### src/rtl/fpu_sp_seq_multiplier.sv
// Sequential IEEE-754 single-precision multiplier built on a 24-step shift-add mantissa datapath.
// Optional macro FPU_SEQ_MUL_RNE_EN selects round-to-nearest-even; otherwise the product is truncated.
module fpu_sp_seq_multiplier #(
    parameter int WIDTH  = 32,
    parameter int MANT_W = 24
) (
    input  logic             clk,
    input  logic             rst_n,
    input  logic             in_valid,
    output logic             in_ready,
    input  logic [WIDTH-1:0] A,
    input  logic [WIDTH-1:0] B,
    output logic             out_valid,
    input  logic             out_ready,
    output logic [WIDTH-1:0] result,
    output logic             overflow,
    output logic             underflow
);
    localparam int ACC_W = 2 * MANT_W;

    typedef enum logic [2:0] {
        S_IDLE, S_UNPACK, S_MULT, S_NORM, S_SPECIAL, S_DONE
    } state_t;

    state_t              r_state, w_next;
    logic [31:0]         r_a, r_b;
    logic [4:0]          r_cnt;
    logic [MANT_W-1:0]   r_mcand, r_mplier, r_mant;
    logic [ACC_W-1:0]    r_acc;
    logic signed [9:0]   r_exp;
    logic                r_sign, r_norm_phase;
    logic [31:0]         r_result;
    logic                r_ovf, r_udf;

    // Operand classification; denormals are folded into zero.
    logic w_a_zero, w_a_inf, w_a_nan, w_b_zero, w_b_inf, w_b_nan, w_special;
    assign w_a_zero  = (r_a[30:23] == 8'h00);
    assign w_a_inf   = (r_a[30:23] == 8'hFF) && (r_a[22:0] == 23'd0);
    assign w_a_nan   = (r_a[30:23] == 8'hFF) && (r_a[22:0] != 23'd0);
    assign w_b_zero  = (r_b[30:23] == 8'h00);
    assign w_b_inf   = (r_b[30:23] == 8'hFF) && (r_b[22:0] == 23'd0);
    assign w_b_nan   = (r_b[30:23] == 8'hFF) && (r_b[22:0] != 23'd0);
    assign w_special = w_a_zero | w_a_inf | w_a_nan | w_b_zero | w_b_inf | w_b_nan;

    // Normalisation reads the finished accumulator; rounding runs one cycle later
    // from registered values so the two adders never chain in one cycle.
    logic                w_p47;
    logic [MANT_W-1:0]   w_norm_mant;
    logic signed [9:0]   w_norm_exp;
    assign w_p47       = r_acc[ACC_W-1];
    assign w_norm_mant = w_p47 ? r_acc[47:24] : r_acc[46:23];
    assign w_norm_exp  = r_exp + (w_p47 ? 10'sd1 : 10'sd0);

    logic w_round_up;
`ifdef FPU_SEQ_MUL_RNE_EN
    logic r_grd, r_stk, w_grd, w_stk;
    assign w_grd      = w_p47 ? r_acc[23] : r_acc[22];
    assign w_stk      = w_p47 ? (|r_acc[22:0]) : (|r_acc[21:0]);
    assign w_round_up = r_grd & (r_stk | r_mant[0]);
`else
    logic w_unused_low;
    assign w_unused_low = ^r_acc[22:0];
    assign w_round_up   = 1'b0;
`endif

    logic [MANT_W:0]   w_rounded;
    logic [22:0]       w_frac;
    logic signed [9:0] w_final_exp;
    logic              w_ovf, w_udf;
    assign w_rounded   = {1'b0, r_mant} + {{MANT_W{1'b0}}, w_round_up};
    assign w_frac      = w_rounded[MANT_W] ? w_rounded[23:1] : w_rounded[22:0];
    assign w_final_exp = r_exp + $signed({9'd0, w_rounded[MANT_W]});
    assign w_ovf       = (w_final_exp >= 10'sd255);
    assign w_udf       = (w_final_exp <= 10'sd0);

    // NOTE: every sequential block uses non-blocking assignments so all registers
    // update together on the edge regardless of statement order.
    always_ff @(posedge clk or negedge rst_n) begin
        if (!rst_n) r_state <= S_IDLE;
        else        r_state <= w_next;
    end

    // NOTE: w_next takes its hold value first so no path through the case leaves it
    // unassigned, which would otherwise infer a latch.
    always_comb begin
        w_next = r_state;
        case (r_state)
            S_IDLE:    if (in_valid) w_next = S_UNPACK;
            S_UNPACK:  w_next = w_special ? S_SPECIAL : S_MULT;
            S_MULT:    if (r_cnt == 5'(MANT_W - 1)) w_next = S_NORM;
            S_NORM:    if (r_norm_phase) w_next = S_DONE;
            S_SPECIAL: w_next = S_DONE;
            S_DONE:    if (out_ready) w_next = S_IDLE;
            default:   w_next = S_IDLE;
        endcase
    end

    always_ff @(posedge clk or negedge rst_n) begin
        if (!rst_n) begin
            r_a <= '0;  r_b <= '0;  r_cnt <= '0;  r_acc <= '0;
            r_mcand <= '0;  r_mplier <= '0;  r_mant <= '0;
            r_exp <= '0;  r_sign <= 1'b0;  r_norm_phase <= 1'b0;
            r_result <= '0;  r_ovf <= 1'b0;  r_udf <= 1'b0;
`ifdef FPU_SEQ_MUL_RNE_EN
            r_grd <= 1'b0;  r_stk <= 1'b0;
`endif
        end else begin
            case (r_state)
                S_IDLE: if (in_valid) begin
                    r_a <= A;
                    r_b <= B;
                end
                S_UNPACK: begin
                    r_sign   <= r_a[31] ^ r_b[31];
                    r_exp    <= $signed({2'b00, r_a[30:23]}) + $signed({2'b00, r_b[30:23]}) - 10'sd127;
                    r_mcand  <= {1'b1, r_a[22:0]};
                    r_mplier <= {1'b1, r_b[22:0]};
                    r_acc    <= '0;
                    r_cnt    <= '0;
                end
                S_MULT: begin
                    if (r_mplier[r_cnt])
                        r_acc <= r_acc + ({{MANT_W{1'b0}}, r_mcand} << r_cnt);
                    r_cnt <= r_cnt + 5'd1;
                end
                S_NORM: begin
                    if (!r_norm_phase) begin
                        r_mant <= w_norm_mant;
                        r_exp  <= w_norm_exp;
`ifdef FPU_SEQ_MUL_RNE_EN
                        r_grd  <= w_grd;
                        r_stk  <= w_stk;
`endif
                        r_norm_phase <= 1'b1;
                    end else begin
                        r_norm_phase <= 1'b0;
                        r_ovf <= w_ovf;
                        r_udf <= w_udf && !w_ovf;
                        if (w_ovf)      r_result <= {r_sign, 8'hFF, 23'd0};
                        else if (w_udf) r_result <= {r_sign, 8'h00, 23'd0};
                        else            r_result <= {r_sign, w_final_exp[7:0], w_frac};
                    end
                end
                S_SPECIAL: begin
                    r_ovf <= 1'b0;
                    r_udf <= 1'b0;
                    if (w_a_nan || w_b_nan || (w_a_inf && w_b_zero) || (w_b_inf && w_a_zero))
                        r_result <= 32'h7FC0_0000;
                    else if (w_a_inf || w_b_inf)
                        r_result <= {r_a[31] ^ r_b[31], 8'hFF, 23'd0};
                    else
                        r_result <= {r_a[31] ^ r_b[31], 8'h00, 23'd0};
                end
                S_DONE: if (out_ready) begin
                    r_result <= '0;
                    r_ovf    <= 1'b0;
                    r_udf    <= 1'b0;
                end
                default: ;
            endcase
        end
    end

    assign in_ready  = (r_state == S_IDLE);
    assign out_valid = (r_state == S_DONE);
    assign result    = r_result;
    assign overflow  = r_ovf;
    assign underflow = r_udf;

endmodule

### config.mk
export PLATFORM = sky130hd
export DESIGN_NAME = fpu_sp_seq_multiplier
export DESIGN_NICKNAME = d
export VERILOG_FILES = /design/src/rtl/fpu_sp_seq_multiplier.sv
export SDC_FILE = /design/constraint.sdc
export NUM_CORES = 1
export LEC_CHECK = 0
export CORE_ASPECT_RATIO = 0.75
export CORE_MARGIN = 2
export CORE_UTILIZATION = 55
export CTS_BUF_LIST = sky130_fd_sc_hd__clkbuf_4 sky130_fd_sc_hd__clkbuf_8
export CTS_CLUSTER_SIZE = 25
export DETAILED_ROUTE_END_ITERATION = 10
export GPL_TIMING_DRIVEN = 0
export PLACE_DENSITY = 0.76
export SLEW_MARGIN = 20
export SYNTH_ARGS = -nofsm -noshare
export SYNTH_HDL_FRONTEND = slang
export SYNTH_SLANG_ARGS = --single-unit
### constraint.sdc
create_clock -name clk -period 6.7 [get_ports clk]
set_input_delay 0.67 -clock clk [delete_from_list [all_inputs] [get_ports clk]]
set_output_delay 0.67 -clock clk [all_outputs]
set_load 0.02 [all_outputs]
==> impl_table.tex, run 1 <==
\begin{tabular}{lr}
\hline
Metric & Value \\
\hline
\multicolumn{2}{l}{\textbf{Synth}} \\
\quad Synth Warn \# & 0 \\
\quad Sequential share of the synthesized area & a little over two fifths \\
\quad Post-synthesis cell type count & 61 \\
\quad Post-synth top flop & dfrtp\_1 \\
\quad Yosys reg bits & 236 \\
\quad Cells after Synth & 1473 \\
\quad Netlist Area Pre-Place & between 0.01 and 0.015 sq mm \\
\quad Synth top area cells & dfrtp\_1 42\%, nand2\_1 6.6\%, mux2\_2 6.1\%, ha\_1 5.8\%, mux2i\_1 4.5\% \\
\quad Number of nets in the synthesized netlist & 1608 \\
\quad Post-synth EDFFs & 0 \\
\quad Post-synthesis cell type with the largest combined area & dfrtp\_1 \\
\quad Area share of the leading cell type in the synthesized netlist & 42.3\% \\
\quad Post-synthesis async set-or-reset flop share & 100\% \\
\quad Mean area per synthesized cell & 9.48 sq um \\
\multicolumn{2}{l}{\textbf{Final layout}} \\
\quad Post-layout util & roughly two thirds \\
\quad Share of final-layout standard cells stronger than drive strength 1 & about 11\% \\
\quad Design Area, Final & roughly 0.016 sq mm \\
\quad Final antenna diode count & 0 \\
\quad Area overhead of the layout relative to synthesis & 17.0\% \\
\quad Most common cell after layout, fill and taps aside & nand2\_1 \\
\quad Fillers & roughly 2000 \\
\quad Nets & 1753 \\
\quad Commonest cells after routing, fill and taps aside & 247 x nand2\_1, 236 x dfrtp\_1, 104 x nor2\_1, 102 x clkdlybuf4s50\_1, 101 x a21oi\_1 \\
\multicolumn{2}{l}{\textbf{Worst hold path}} \\
\quad Hold Path Class & primary input to asynchronous set/reset pin \\
\multicolumn{2}{l}{\textbf{Global routing}} \\
\quad GRT Residual Overflow & 0 \\
\quad Global routing usage summed across all routing layers & 28.3\% \\
\quad Maximum number of pins on one net before global-route repair & 90 \\
\quad Antenna violations before repair & 0 \\
\quad Wire length of the first global-routing pass & 60400 um \\
\quad Via count of the first global-routing pass & 11500 \\
\multicolumn{2}{l}{\textbf{Timing}} \\
\quad Setup violation total in the final timing report & 0 \\
\quad Final period utilization & a little over four fifths \\
\quad Setup repair after global routing missed its margin & no \\
\quad Number of pins exceeding their max-slew limit in the final report & 0 \\
\quad Max\_slew headroom & 31.9\% \\
\quad Count of final hold-check violations & 0 \\
\quad Final period demand of the worst path & approximately 5.7 ns \\
\quad Maximum achievable frequency & 0.176 GHz \\
\quad Clock tree skew after final layout & $\sim$0.028 ns \\
\quad Transition at the pin with the smallest max-transition slack & 1.01 ns \\
\multicolumn{2}{l}{\textbf{Die}} \\
\quad Number of placed I/O pins & 104 \\
\quad Starting density of the core & a little under three fifths \\
\quad Die area & between 0.02 and 0.03 sq mm \\
\quad Die H & 142 um \\
\quad Site row count & 50 \\
\quad X dimension of the die & 188 um \\
\quad Std-Cell Core Area & 0.0250 sq mm \\
\multicolumn{2}{l}{\textbf{Run status}} \\
\quad Result of the run & finished, final reports clean \\
\multicolumn{2}{l}{\textbf{Place}} \\
\quad Placed standard-cell area & 0.0155 sq mm \\
\quad Routability-driven placement congestion ratio & $\sim$1 \\
\quad Count of input and output buffers & between 100 and 150 \\
\quad Final HPWL DP & 27500 um \\
\multicolumn{2}{l}{\textbf{Drt}} \\
\quad Remaining number of nets flagged by the antenna check after routing & 0 \\
\quad Vias post-DR & 11700 \\
\quad Via/cell ratio & 5.89 \\
\quad Routed WL per cell & 18.4 um \\
\quad Iter 0 DRT Violations & 888 \\
\quad Length of the first detailed-routing pass in iterations & 5 \\
\quad Number of remaining DRC errors & 0 \\
\quad Overall routed net length & 36500 um \\
\multicolumn{2}{l}{\textbf{Worst setup path}} \\
\quad Data required time of the critical path & 7.13 ns \\
\quad Reg-to-reg endpoint & r\_acc[46] \\
\quad CP Cell Sequence & clkbuf\_1 > buf\_2 > buf\_2 > clkbuf\_1 > nand3\_1 > o21ai\_0 > o21ai\_0 > o21ai\_0 > nor2\_1 > a21oi\_1 > ha\_1 > clkbuf\_1 > nand4\_1 > nor3\_1 > a21oi\_1 > a21oi\_1 > a211oi\_1 > o31ai\_1 > a31oi\_1 > a21oi\_1 > xor2\_1 > a22o\_1 \\
\quad Origin of the critical flop-to-flop path & r\_cnt[1] \\
\quad Worst reg2reg setup slack & 1.02 ns \\
\quad Cell with the biggest individual delay on the critical path & o31ai\_1 \\
\quad Most prevalent standard cell on the critical path & a21oi\_1 \\
\quad Delay of the slowest critical-path stage & 0.72 ns \\
\quad R2R cell count & 22 \\
\quad Setup crit end kind & flip-flop \\
\quad Maximum fanout along the worst path & 10 \\
\quad Category of the most critical setup path & flip-flop to flip-flop \\
\quad Kind of launch point of the worst setup path & flip-flop \\
\quad Critical path data arrival time & 6.11 ns \\
\quad Launching element of the worst setup path & r\_cnt[1] \\
\quad Critical Path Sink & r\_acc[46] \\
\multicolumn{2}{l}{\textbf{CTS}} \\
\quad Root buffer selected by CTS & clkbuf\_8 \\
\quad Post-CTS setup buffers & 0 \\
\quad Clock latency reported for the late side of the worst-skew pair & 0.56 ns \\
\quad Clock buffer count from CTS & 38 \\
\quad H-tree level count & 2 \\
\quad Clock tree from TritonCTS & yes \\
\quad Clock Pin Slew Worst Setup and Hold Paths & 0.06 ns \\
\quad Post-CTS resize count & 0 \\
\quad Maximum buffer depth of the clock tree & 3 \\
\quad Post-cts hold buffer count & 0 \\
\quad TritonCTS Sinks & 236 \\
\multicolumn{2}{l}{\textbf{Pwr}} \\
\quad Power consumption & $\sim$8.2 mW \\
\quad Leakage Power & 7.22 nW \\
\quad Areal power density over the cells & 502 mW/mm\^{}2 \\
\quad Max IR drop VDD & $\sim$280 uV \\
\multicolumn{2}{l}{\textbf{Job}} \\
\quad Number of violations of the max-capacitance limit & 0 \\
\hline
\end{tabular}
-- Yosys cell counts (3+ instances only) --
cell type / n
mux4_2: 15
mux2_2: 76
nand4_1: 25
a21o_1: 22
nor2_1: 104
dfrtp_1: 236
o21ai_0: 77
a32o_1: 3
inv_1: 26
a221o_1: 9
nand3b_1: 4
o31ai_1: 16
a221oi_1: 4
or3_1: 5
a22o_1: 55
xnor2_1: 30
a21oi_1: 101
nand2_1: 247
o211ai_1: 4
clkbuf_1: 76
o22ai_1: 16
and3_1: 4
nor4_1: 17
a211oi_1: 4
nand3_1: 23
and2_1: 11
nor2b_1: 9
xor2_1: 18
or4_1: 3
nor3_1: 10
buf_1: 6
nor3b_1: 3
o21ai_1: 5
a31oi_1: 13
ha_1: 65
buf_2: 16
mux2i_1: 63
nand2b_1: 11
o21a_1: 3
o21bai_1: 11
-- power breakdown --
group / internal, mW / switching [mW]
Sequential: 2.03 / 0.490
Combinational: 1.78 / 2.52
Clock: 0.789 / 0.590
Total: 4.60 / 3.60
-- cell families after synthesis --
kind of cell             Yosys count  synth area share, %
AO/OA/AOI/OAI                    358                 16.7
XOR/XNOR                          48                 3.01
flip-flops                       236                 42.3
adder cells (fa/ha/maj)           67                 6.11
AND/OR/NAND/NOR                  483                 15.3
multiplexers                     154                 13.1
buffers and inverters            127                 3.58
-- flip-flops by register name, indices dropped and copies added, names as in the netlist --
name and flops:
r_mplier 23, r_cnt 5, r_b 32, underflow 1
r_mant 23, r_norm_phase 1, r_a 32, r_state 3
result 32, r_acc 48, overflow 1, r_exp 10
r_mcand 24, r_sign 1
-- final cells by class --
cell class                 count  area (sq um)  area share, %
multi-input combinational   1110          7560           46.3
clock inverter                10           109          0.667
clock buffer                  60           744           4.56
inverter                      28           105          0.644
sequential                   236          5910           36.2
timing repair buffer         105          1090           6.68
buffer                        99           395           2.42
tap                          338           423           2.59
-- worst min-delay path by stage --
| stage | cells past startpoint | to | from | slack (ns) |
|---|---|---|---|---|
| after floorplan | 0 | overflow | rst_n | 0.37 |
| after global placement | 2 | r_mplier[15] | r_mplier[15] | 0.45 |
| after detailed placement | 2 | r_mplier[14] | r_mplier[14] | 0.46 |
| after global routing | 1 | r_b[24] | rst_n | 0.06 |
| after CTS | 1 | r_a[23] | rst_n | 0.04 |
| final | 1 | r_a[25] | rst_n | 0.04 |
-- layer usage --
metal	wire length, um	track usage (%)	vias up	share of wire [%]
met5	0	0	-	0
met4	629	6.96	0	1.7
met3	2910	6.56	69	8.0
met2	15300	41.6	392	42
met1	17600	42.4	5636	48
li1	-	-	5606	-
-- critical path, delay by kind of cell (launching register included) --
family / cells / cell delay, ns
buf+inv: 5 / 1.61
flops: 1 / 0.34
simple gates: 4 / 0.67
xor+xnor: 1 / 0.08
compound gates: 11 / 2.68
fa+ha+maj: 1 / 0.16
-- per-stage QoR --
stage	hold WS (ns)	std cells	setup WS [ns]	setup TNS, ns
5_1_grt	0.0592	1986	0.585	0
4_1_cts	0.0381	1986	1.13	0
3_3_place_gp	0.455	1914	-4.96	-1164.46
6_report	0.0427	1986	1.02	0
3_5_place_dp	0.460	1916	1.17	0
2_1_floorplan	0.374	1473	2.45	0
No activity file was read; power rests on OpenSTA's default activity.
==> run 2, diff against run 1 <==
- clock period: 6.7 -> 5.35 ns (I/O delays scaled with it)
==> run 2 against run 1 <==
Compared with the run above:
- setup slack got worse by 0.68 ns
- sequential power increased by 25%
- non-clock buffer count unchanged
- combinational power increased by 25%
- worst hold slack improved by 0.43 ns
- critical endpoint is now r_acc[39]
- die area unchanged
- register-to-register slack got worse by 0.68 ns
- highest routed layer unchanged
- cell area increased by 0.27%
- largest power group unchanged
- first-iteration DRC count increased by 7.1%
- core utilization increased by 0.18 points
- wire length increased by 0.25%
==> impl_table.tex, run 2 (same netlist as run 1, synthesis figures left out) <==
\begin{tabular}{lr}
\hline
Metric & Value \\
\hline
\multicolumn{2}{l}{\textbf{Drt}} \\
\quad Number of remaining DRC errors & 0 (unchanged) \\
\quad Length of the first detailed-routing pass in iterations & 5 (unchanged) \\
\quad Via/cell ratio & 5.89 (about the same) \\
\quad Iter 0 DRT Violations & 951 (+7.1\%) \\
\quad Routed WL per cell & 18.4 um (+0.25\%) \\
\quad Overall routed net length & 36600 um (+0.25\%) \\
\quad Vias post-DR & 11700 (+0.017\%) \\
\quad Remaining number of nets flagged by the antenna check after routing & 0 (unchanged) \\
\multicolumn{2}{l}{\textbf{Die}} \\
\quad Site row count & 50 (unchanged) \\
\quad Die H & 142 um (unchanged) \\
\quad Number of placed I/O pins & 104 (unchanged) \\
\quad X dimension of the die & 188 um (unchanged) \\
\quad Std-Cell Core Area & 0.0250 sq mm (unchanged) \\
\quad Starting density of the core & 55.9\% (unchanged) \\
\quad Die area & 0.0267 sq mm (unchanged) \\
\multicolumn{2}{l}{\textbf{CTS}} \\
\quad H-tree level count & 2 (unchanged) \\
\quad Clock latency reported for the late side of the worst-skew pair & 0.56 ns (about the same) \\
\quad Clock Pin Slew Worst Setup and Hold Paths & 0.07 ns (about the same) \\
\quad Maximum buffer depth of the clock tree & 3 (unchanged) \\
\quad Root buffer selected by CTS & clkbuf\_8 \\
\quad Clock tree from TritonCTS & yes \\
\quad Clock buffer count from CTS & 38 (unchanged) \\
\quad Post-CTS setup buffers & 0 (unchanged) \\
\quad TritonCTS Sinks & 236 (unchanged) \\
\multicolumn{2}{l}{\textbf{Timing}} \\
\quad Count of final hold-check violations & 0 (unchanged) \\
\quad Clock tree skew after final layout & 0.0271 ns (-0.000802 ns) \\
\quad Setup repair after global routing missed its margin & no \\
\quad Final period demand of the worst path & 5.01 ns (-0.666 ns) \\
\quad Max\_slew headroom & 31.5\% (-0.43 points) \\
\quad Transition at the pin with the smallest max-transition slack & 1.02 ns (+0.00635 ns) \\
\quad Final period utilization & 93.7\% (+8.9 points) \\
\quad Setup violation total in the final timing report & 0 (unchanged) \\
\quad Maximum achievable frequency & 0.199 GHz (+13\%) \\
\quad Number of pins exceeding their max-slew limit in the final report & 0 (unchanged) \\
\multicolumn{2}{l}{\textbf{Final layout}} \\
\quad Most common cell after layout, fill and taps aside & nand2\_1 \\
\quad Final antenna diode count & 0 (unchanged) \\
\quad Area overhead of the layout relative to synthesis & 17.3\% \\
\quad Max reg flops & 48 (unchanged) \\
\quad Register with the most flip-flops & r\_acc \\
\quad Multi-input combinational cell area & 0.00759 sq mm (+0.41\%) \\
\quad Storage cell area & 0.00591 sq mm (unchanged) \\
\quad Share of final-layout standard cells stronger than drive strength 1 & 11.8\% (+0.42 points) \\
\quad Commonest cells after routing, fill and taps aside & 247 x nand2\_1, 236 x dfrtp\_1, 104 x nor2\_1, 102 x clkdlybuf4s50\_1, 101 x a21oi\_1 \\
\quad Nets & 1753 (unchanged) \\
\quad Fillers & 2048 (unchanged) \\
\quad Design Area, Final & 0.0164 sq mm (+0.27\%) \\
\multicolumn{2}{l}{\textbf{Global routing}} \\
\quad Met3 capacity usage during global routing & 6.56\% (unchanged) \\
\quad Met1 GRT Util & 42.4\% (about the same) \\
\quad Wire length of the first global-routing pass & 60400 um (about the same) \\
\quad GRT Max-Usage Layer & met1 \\
\quad GR met2 Demand/Resource & 41.6\% (+0.058 points) \\
\quad Antenna violations before repair & 0 (unchanged) \\
\quad Maximum number of pins on one net before global-route repair & 90 (unchanged) \\
\quad GRT Residual Overflow & 0 (unchanged) \\
\quad Global routing usage summed across all routing layers & 28.3\% (about the same) \\
\quad Via count of the first global-routing pass & 11500 (+0.096\%) \\
\multicolumn{2}{l}{\textbf{Worst setup path}} \\
\quad Maximum fanout along the worst path & 10 (unchanged) \\
\quad Critical path data arrival time & 5.44 ns (-0.67 ns) \\
\quad Kind of launch point of the worst setup path & flip-flop \\
\quad Data required time of the critical path & 5.77 ns (-1.36 ns) \\
\quad Setup crit end kind & flip-flop \\
\quad Category of the most critical setup path & flip-flop to flip-flop \\
\multicolumn{2}{l}{\textbf{Pwr}} \\
\quad Power consumption & 10.3 mW (+25\%) \\
\quad Areal power density over the cells & 628 mW/mm\^{}2 (+25\%) \\
\quad Max IR drop VDD & 352 uV (+25\%) \\
\quad Leakage Power & 7.24 nW (+0.22\%) \\
\multicolumn{2}{l}{\textbf{Job}} \\
\quad Number of violations of the max-capacitance limit & 0 (unchanged) \\
\multicolumn{2}{l}{\textbf{Place}} \\
\quad Final HPWL DP & 27500 um (unchanged) \\
\quad Routability-driven placement congestion ratio & 0.973 (unchanged) \\
\quad Count of input and output buffers & 103 (unchanged) \\
\quad Placed standard-cell area & 0.0155 sq mm (unchanged) \\
\multicolumn{2}{l}{\textbf{Run status}} \\
\quad Result of the run & finished, final reports clean \\
\multicolumn{2}{l}{\textbf{Worst hold path}} \\
\quad Hold Path Class & flip-flop to flip-flop \\
\hline
\end{tabular}
run 2: cell types whose count changed in the layout (fill, tap and decap cells not counted), sizes merged:
cell / previous run / this run
buf: 26 / 24
clkbuf: 136 / 137
dlygate4sd3: 0 / 1
run 2: path summary, 6_finish.rpt:
kind	depth (start not counted)	to	startpoint	slack, ns
max	21	r_acc[39]	r_cnt[1]	0.34
min	2	r_mplier[10]	r_mplier[10]	0.48
max reg2reg	21	r_acc[39]	r_cnt[1]	0.34
min reg2reg	2	r_mplier[10]	r_mplier[10]	0.48
max in group asynchronous	4	r_acc[5]	rst_n	3.60
min in group asynchronous	2	r_a[25]	rst_n	0.50
run 2: critical path: stages, from the launching register on:
cell	delay, ns
dfrtp_1	0.53
clkbuf_4	0.30
buf_2	0.30
clkbuf_2	0.27
nand3_1	0.09
o21ai_0	0.18
o21ai_0	0.21
o21ai_1	0.28
nor2_1	0.07
a21oi_1	0.23
ha_1	0.27
clkbuf_1	0.18
a21oi_1	0.14
o21ai_0	0.14
a31oi_1	0.20
nor2_1	0.06
a211oi_1	0.21
o41a_1	0.29
o31a_1	0.25
nor2_1	0.10
or3_1	0.32
a32o_1	0.25
run 2: power by group:
group          switching [mW]  leakage (nW)  internal (mW)
Clock                   0.740         0.450          0.988
Combinational            3.15          3.81           2.24
Sequential              0.621          2.98           2.54
Total                    4.51          7.24           5.77
run 2: through the flow:
| step | hold WS [ns] | utilization [%] | std cells | TNS (ns) | worst slack (ns) |
|---|---|---|---|---|---|
| finish | 0.476 | 65.6 | 1986 | 0 | 0.335 |
| global route | 0.490 | 65.6 | 1986 | 0 | 0.0176 |
| CTS | 0.475 | 65.5 | 1987 | 0 | 0.00974 |
| detailed placement | 0.460 | 62.0 | 1916 | -0.324 | -0.184 |
| global placement | 0.455 | 61.8 | 1914 | -1451.29 | -6.18 |
| floorplan | 0.239 | - | 1473 | 0 | 1.10 |
run 2: final cells by class:
cell class / instances / share of cell area [%]
Multi-Input combinational cell: 1110 / 46.3
Sequential cell: 236 / 36.1
Timing Repair Buffer: 106 / 6.72
Clock buffer: 60 / 4.55
Tap cell: 338 / 2.58
Buffer: 98 / 2.43
Clock inverter: 10 / 0.665
Inverter: 28 / 0.642
run 2: metal layers:
layer / share of wire (%) / up-vias
met1: 48 / 5638
met4: 1.6 / 0
met3: 8.0 / 61
li1: - / 5599
met5: 0 / -
met2: 42 / 407
run 2: timing repair:
item                       4_1_cts  5_1_grt
setup endpoints to repair        3       18
resized for setup                1       13
pin swaps                        0        0
hold buffers                     1        0
hold endpoints to repair        60        0
==> run 3, diff against run 2 <==
- PLACE_DENSITY: 0.76 -> 0.79
- clock period: 5.35 -> 4.57 ns (I/O delays scaled with it)
==> run 3 against run 2 <==
Compared with the run above:
- clock skew grew 0.0062 ns
- sequential share of layout area shrank 0.34 points
- setup slack lost 0.21 ns
- via count grew 1.4%
- combinational power grew 24%
- cell area grew 0.96%
- first-iteration DRC count grew 11%
- count of clock-buffer cells in the layout shrank 4
- worst hold slack lost 0.089 ns
- wire length grew 1.8%
==> impl_table.tex, run 3 (same netlist as run 1, synthesis figures left out) <==
\begin{tabular}{lr}
\hline
Metric & Value \\
\hline
\multicolumn{2}{l}{\textbf{Run status}} \\
\quad Result of the run & finished, final reports clean \\
\multicolumn{2}{l}{\textbf{Die}} \\
\quad Std-Cell Core Area & 0.0250 sq mm (unchanged) \\
\quad Site row count & 50 (unchanged) \\
\quad Number of placed I/O pins & 104 (unchanged) \\
\quad Starting density of the core & 55.9\% (unchanged) \\
\quad Die area & 0.0267 sq mm (unchanged) \\
\quad Die H & 142 um (unchanged) \\
\quad X dimension of the die & 188 um (unchanged) \\
\multicolumn{2}{l}{\textbf{Worst setup path}} \\
\quad CP Cell Sequence & buf\_12 > buf\_8 > mux4\_2 > mux2i\_4 > mux2\_4 > nor2\_1 > ha\_1 > buf\_2 > nand3\_1 > or2\_2 > o21ai\_4 > a211oi\_2 > buf\_4 > o41a\_1 > o31a\_1 > nor2\_2 > o21ai\_0 > a32o\_1 \\
\quad Worst Path Buf+Inv & 4 (unchanged) \\
\quad Dominant delay contributor by cell family on the critical path & compound AO/OA/AOI/OAI gates \\
\quad Cell with the biggest individual delay on the critical path & mux4\_2 \\
\quad Setup crit end kind & flip-flop \\
\quad Delay of the slowest critical-path stage & 0.56 ns (+0.03 ns) \\
\quad R2R cell count & 18 (-14\%) \\
\quad Crit path depth & 18 (-14\%) \\
\quad Kind of launch point of the worst setup path & flip-flop \\
\quad Category of the most critical setup path & flip-flop to flip-flop \\
\quad Data required time of the critical path & 4.99 ns (-0.78 ns) \\
\quad Maximum fanout along the worst path & 10 (unchanged) \\
\quad Critical path data arrival time & 4.86 ns (-0.58 ns) \\
\multicolumn{2}{l}{\textbf{Pwr}} \\
\quad Power consumption & 12.2 mW (+19\%) \\
\quad Areal power density over the cells & 740 mW/mm\^{}2 (+18\%) \\
\quad Leakage Power & 7.27 nW (+0.47\%) \\
\quad Max IR drop VDD & 406 uV (+15\%) \\
\multicolumn{2}{l}{\textbf{Final layout}} \\
\quad Register with the most flip-flops & r\_acc \\
\quad Share of final-layout standard cells stronger than drive strength 1 & 14.3\% (+2.5 points) \\
\quad Commonest cells after routing, fill and taps aside & 247 x nand2\_1, 235 x dfrtp\_1, 102 x nor2\_1, 102 x clkdlybuf4s50\_1, 96 x a21oi\_1 \\
\quad Final cell count without fillers & 1981 (-0.25\%) \\
\quad Most common cell after layout, fill and taps aside & nand2\_1 \\
\quad Final antenna diode count & 0 (unchanged) \\
\quad Nets & 1759 (+0.34\%) \\
\quad Max reg flops & 48 (unchanged) \\
\quad Area overhead of the layout relative to synthesis & 18.4\% \\
\multicolumn{2}{l}{\textbf{CTS}} \\
\quad Clock latency reported for the late side of the worst-skew pair & 0.55 ns (about the same) \\
\quad Clock Pin Slew Worst Setup and Hold Paths & 0.06 ns (about the same) \\
\quad Clock tree from TritonCTS & yes \\
\quad Clock buffer count from CTS & 39 (+2.6\%) \\
\quad Root buffer selected by CTS & clkbuf\_8 \\
\quad Maximum buffer depth of the clock tree & 3 (unchanged) \\
\quad H-tree level count & 2 (unchanged) \\
\quad TritonCTS Sinks & 236 (unchanged) \\
\multicolumn{2}{l}{\textbf{Drt}} \\
\quad Routed WL per cell & 18.8 um (+2.1\%) \\
\quad Remaining number of nets flagged by the antenna check after routing & 0 (unchanged) \\
\quad Iter 0 DRT Violations & 1052 (+11\%) \\
\quad Number of remaining DRC errors & 0 (unchanged) \\
\quad Vias post-DR & 11900 (+1.4\%) \\
\quad Via/cell ratio & 5.99 (+1.6\%) \\
\quad Overall routed net length & 37300 um (+1.8\%) \\
\quad Length of the first detailed-routing pass in iterations & 5 (unchanged) \\
\multicolumn{2}{l}{\textbf{Global routing}} \\
\quad Global routing usage summed across all routing layers & 28.5\% (+0.16 points) \\
\quad Maximum number of pins on one net before global-route repair & 102 (+13\%) \\
\quad GRT Residual Overflow & 0 (unchanged) \\
\quad Met3 capacity usage during global routing & 5.74\% (-0.81 points) \\
\quad GR met2 Demand/Resource & 42.9\% (+1.3 points) \\
\quad Antenna violations before repair & 0 (unchanged) \\
\quad Via count of the first global-routing pass & 11600 (+0.88\%) \\
\quad Met1 GRT Util & 42.3\% (about the same) \\
\quad GRT Max-Usage Layer & met2 \\
\quad Wire length of the first global-routing pass & 60700 um (+0.50\%) \\
\multicolumn{2}{l}{\textbf{Place}} \\
\quad Routability-driven placement congestion ratio & 0.966 (-0.66\%) \\
\quad Final HPWL DP & 27800 um (+1.0\%) \\
\quad Count of input and output buffers & 103 (unchanged) \\
\quad Worst Setup Slack post-DPL & -0.839 ns (-0.655 ns) \\
\quad Placed Instances & 1916 (unchanged) \\
\multicolumn{2}{l}{\textbf{Timing}} \\
\quad Transition at the pin with the smallest max-transition slack & 1.09 ns (+0.0694 ns) \\
\quad Maximum achievable frequency & 0.225 GHz (+13\%) \\
\quad Setup repair after global routing missed its margin & yes \\
\quad Max\_slew headroom & 26.8\% (-4.7 points) \\
\quad Worst setup margin & 0.128 ns (-0.207 ns) \\
\quad Final period utilization & 97.2\% (+3.5 points) \\
\quad Clock tree skew after final layout & 0.0333 ns (+0.00621 ns) \\
\quad Number of pins exceeding their max-slew limit in the final report & 0 (unchanged) \\
\quad Setup violation total in the final timing report & 0 (unchanged) \\
\quad Min Hold Slack & 0.387 ns (-0.0888 ns) \\
\quad Count of final hold-check violations & 0 (unchanged) \\
\quad Final period demand of the worst path & 4.44 ns (-0.573 ns) \\
\multicolumn{2}{l}{\textbf{Worst hold path}} \\
\quad Hold Path Class & primary input to asynchronous set/reset pin \\
\multicolumn{2}{l}{\textbf{Job}} \\
\quad Number of violations of the max-capacitance limit & 0 (unchanged) \\
\hline
\end{tabular}
run 3: per-stage QoR:
stage / cell area, sq um / TNS [ns] / utilization (%)
finish: 16500 / 0 / 66.2
global route: 16500 / -0.0859 / 66.2
CTS: 16400 / 0 / 65.5
detailed placement: 15500 / -11.04 / 62.0
global placement: 15400 / -1606.70 / 61.8
floorplan: 14000 / 0 / -
run 3: layer usage:
metal,vias up,routed length [um]
met1,5749,17600
met5,-,0
met4,0,712
met2,438,16100
met3,66,2830
li1,5611,-
run 3: repair_timing:
item / 4_1_cts / 5_1_grt
endpoints found under the setup margin: 30 / 21
endpoints found under the hold margin: 45 / 0
hold buffers: 1 / 0
resized for setup: 29 / 50
setup buffers: 7 / 7
pin swaps: 3 / 9
run 3: final timing paths:
check,to,startpoint,slack [ns]
max,r_acc[39],r_cnt[0],0.13
min,r_a[12],rst_n,0.39
max reg2reg,r_acc[39],r_cnt[0],0.13
min reg2reg,r_mplier[1],r_mplier[1],0.48
max in group asynchronous,result[16],rst_n,2.90
min in group clk,r_b[23],B[23],0.46
run 3: worst register-to-register path: stages (launching register included):
cell and delay [ns]:
dfrtp_1 0.41, buf_12 0.18, buf_8 0.16, mux4_2 0.56, mux2i_4 0.20, mux2_4 0.22
nor2_1 0.05, ha_1 0.29, buf_2 0.18, nand3_1 0.13, or2_2 0.35, o21ai_4 0.18
a211oi_2 0.08, buf_4 0.15, o41a_1 0.36, o31a_1 0.33, nor2_2 0.13, o21ai_0 0.09
a32o_1 0.27
run 3: cell type report:
type | count | area [sq um]
clock inverter | 4 | 62.6
fill | 2008 | 8430
sequential | 236 | 5910
tap | 338 | 423
buffer | 89 | 412
multi-input combinational | 1110 | 7730
clock buffer | 56 | 683
inverter | 28 | 105
timing repair buffer | 120 | 1210
run 3: power breakdown:
part	switching (mW)	leakage, nW	internal, mW
Clock	0.843	0.392	1.01
Sequential	0.733	2.98	2.98
Combinational	3.81	3.90	2.85
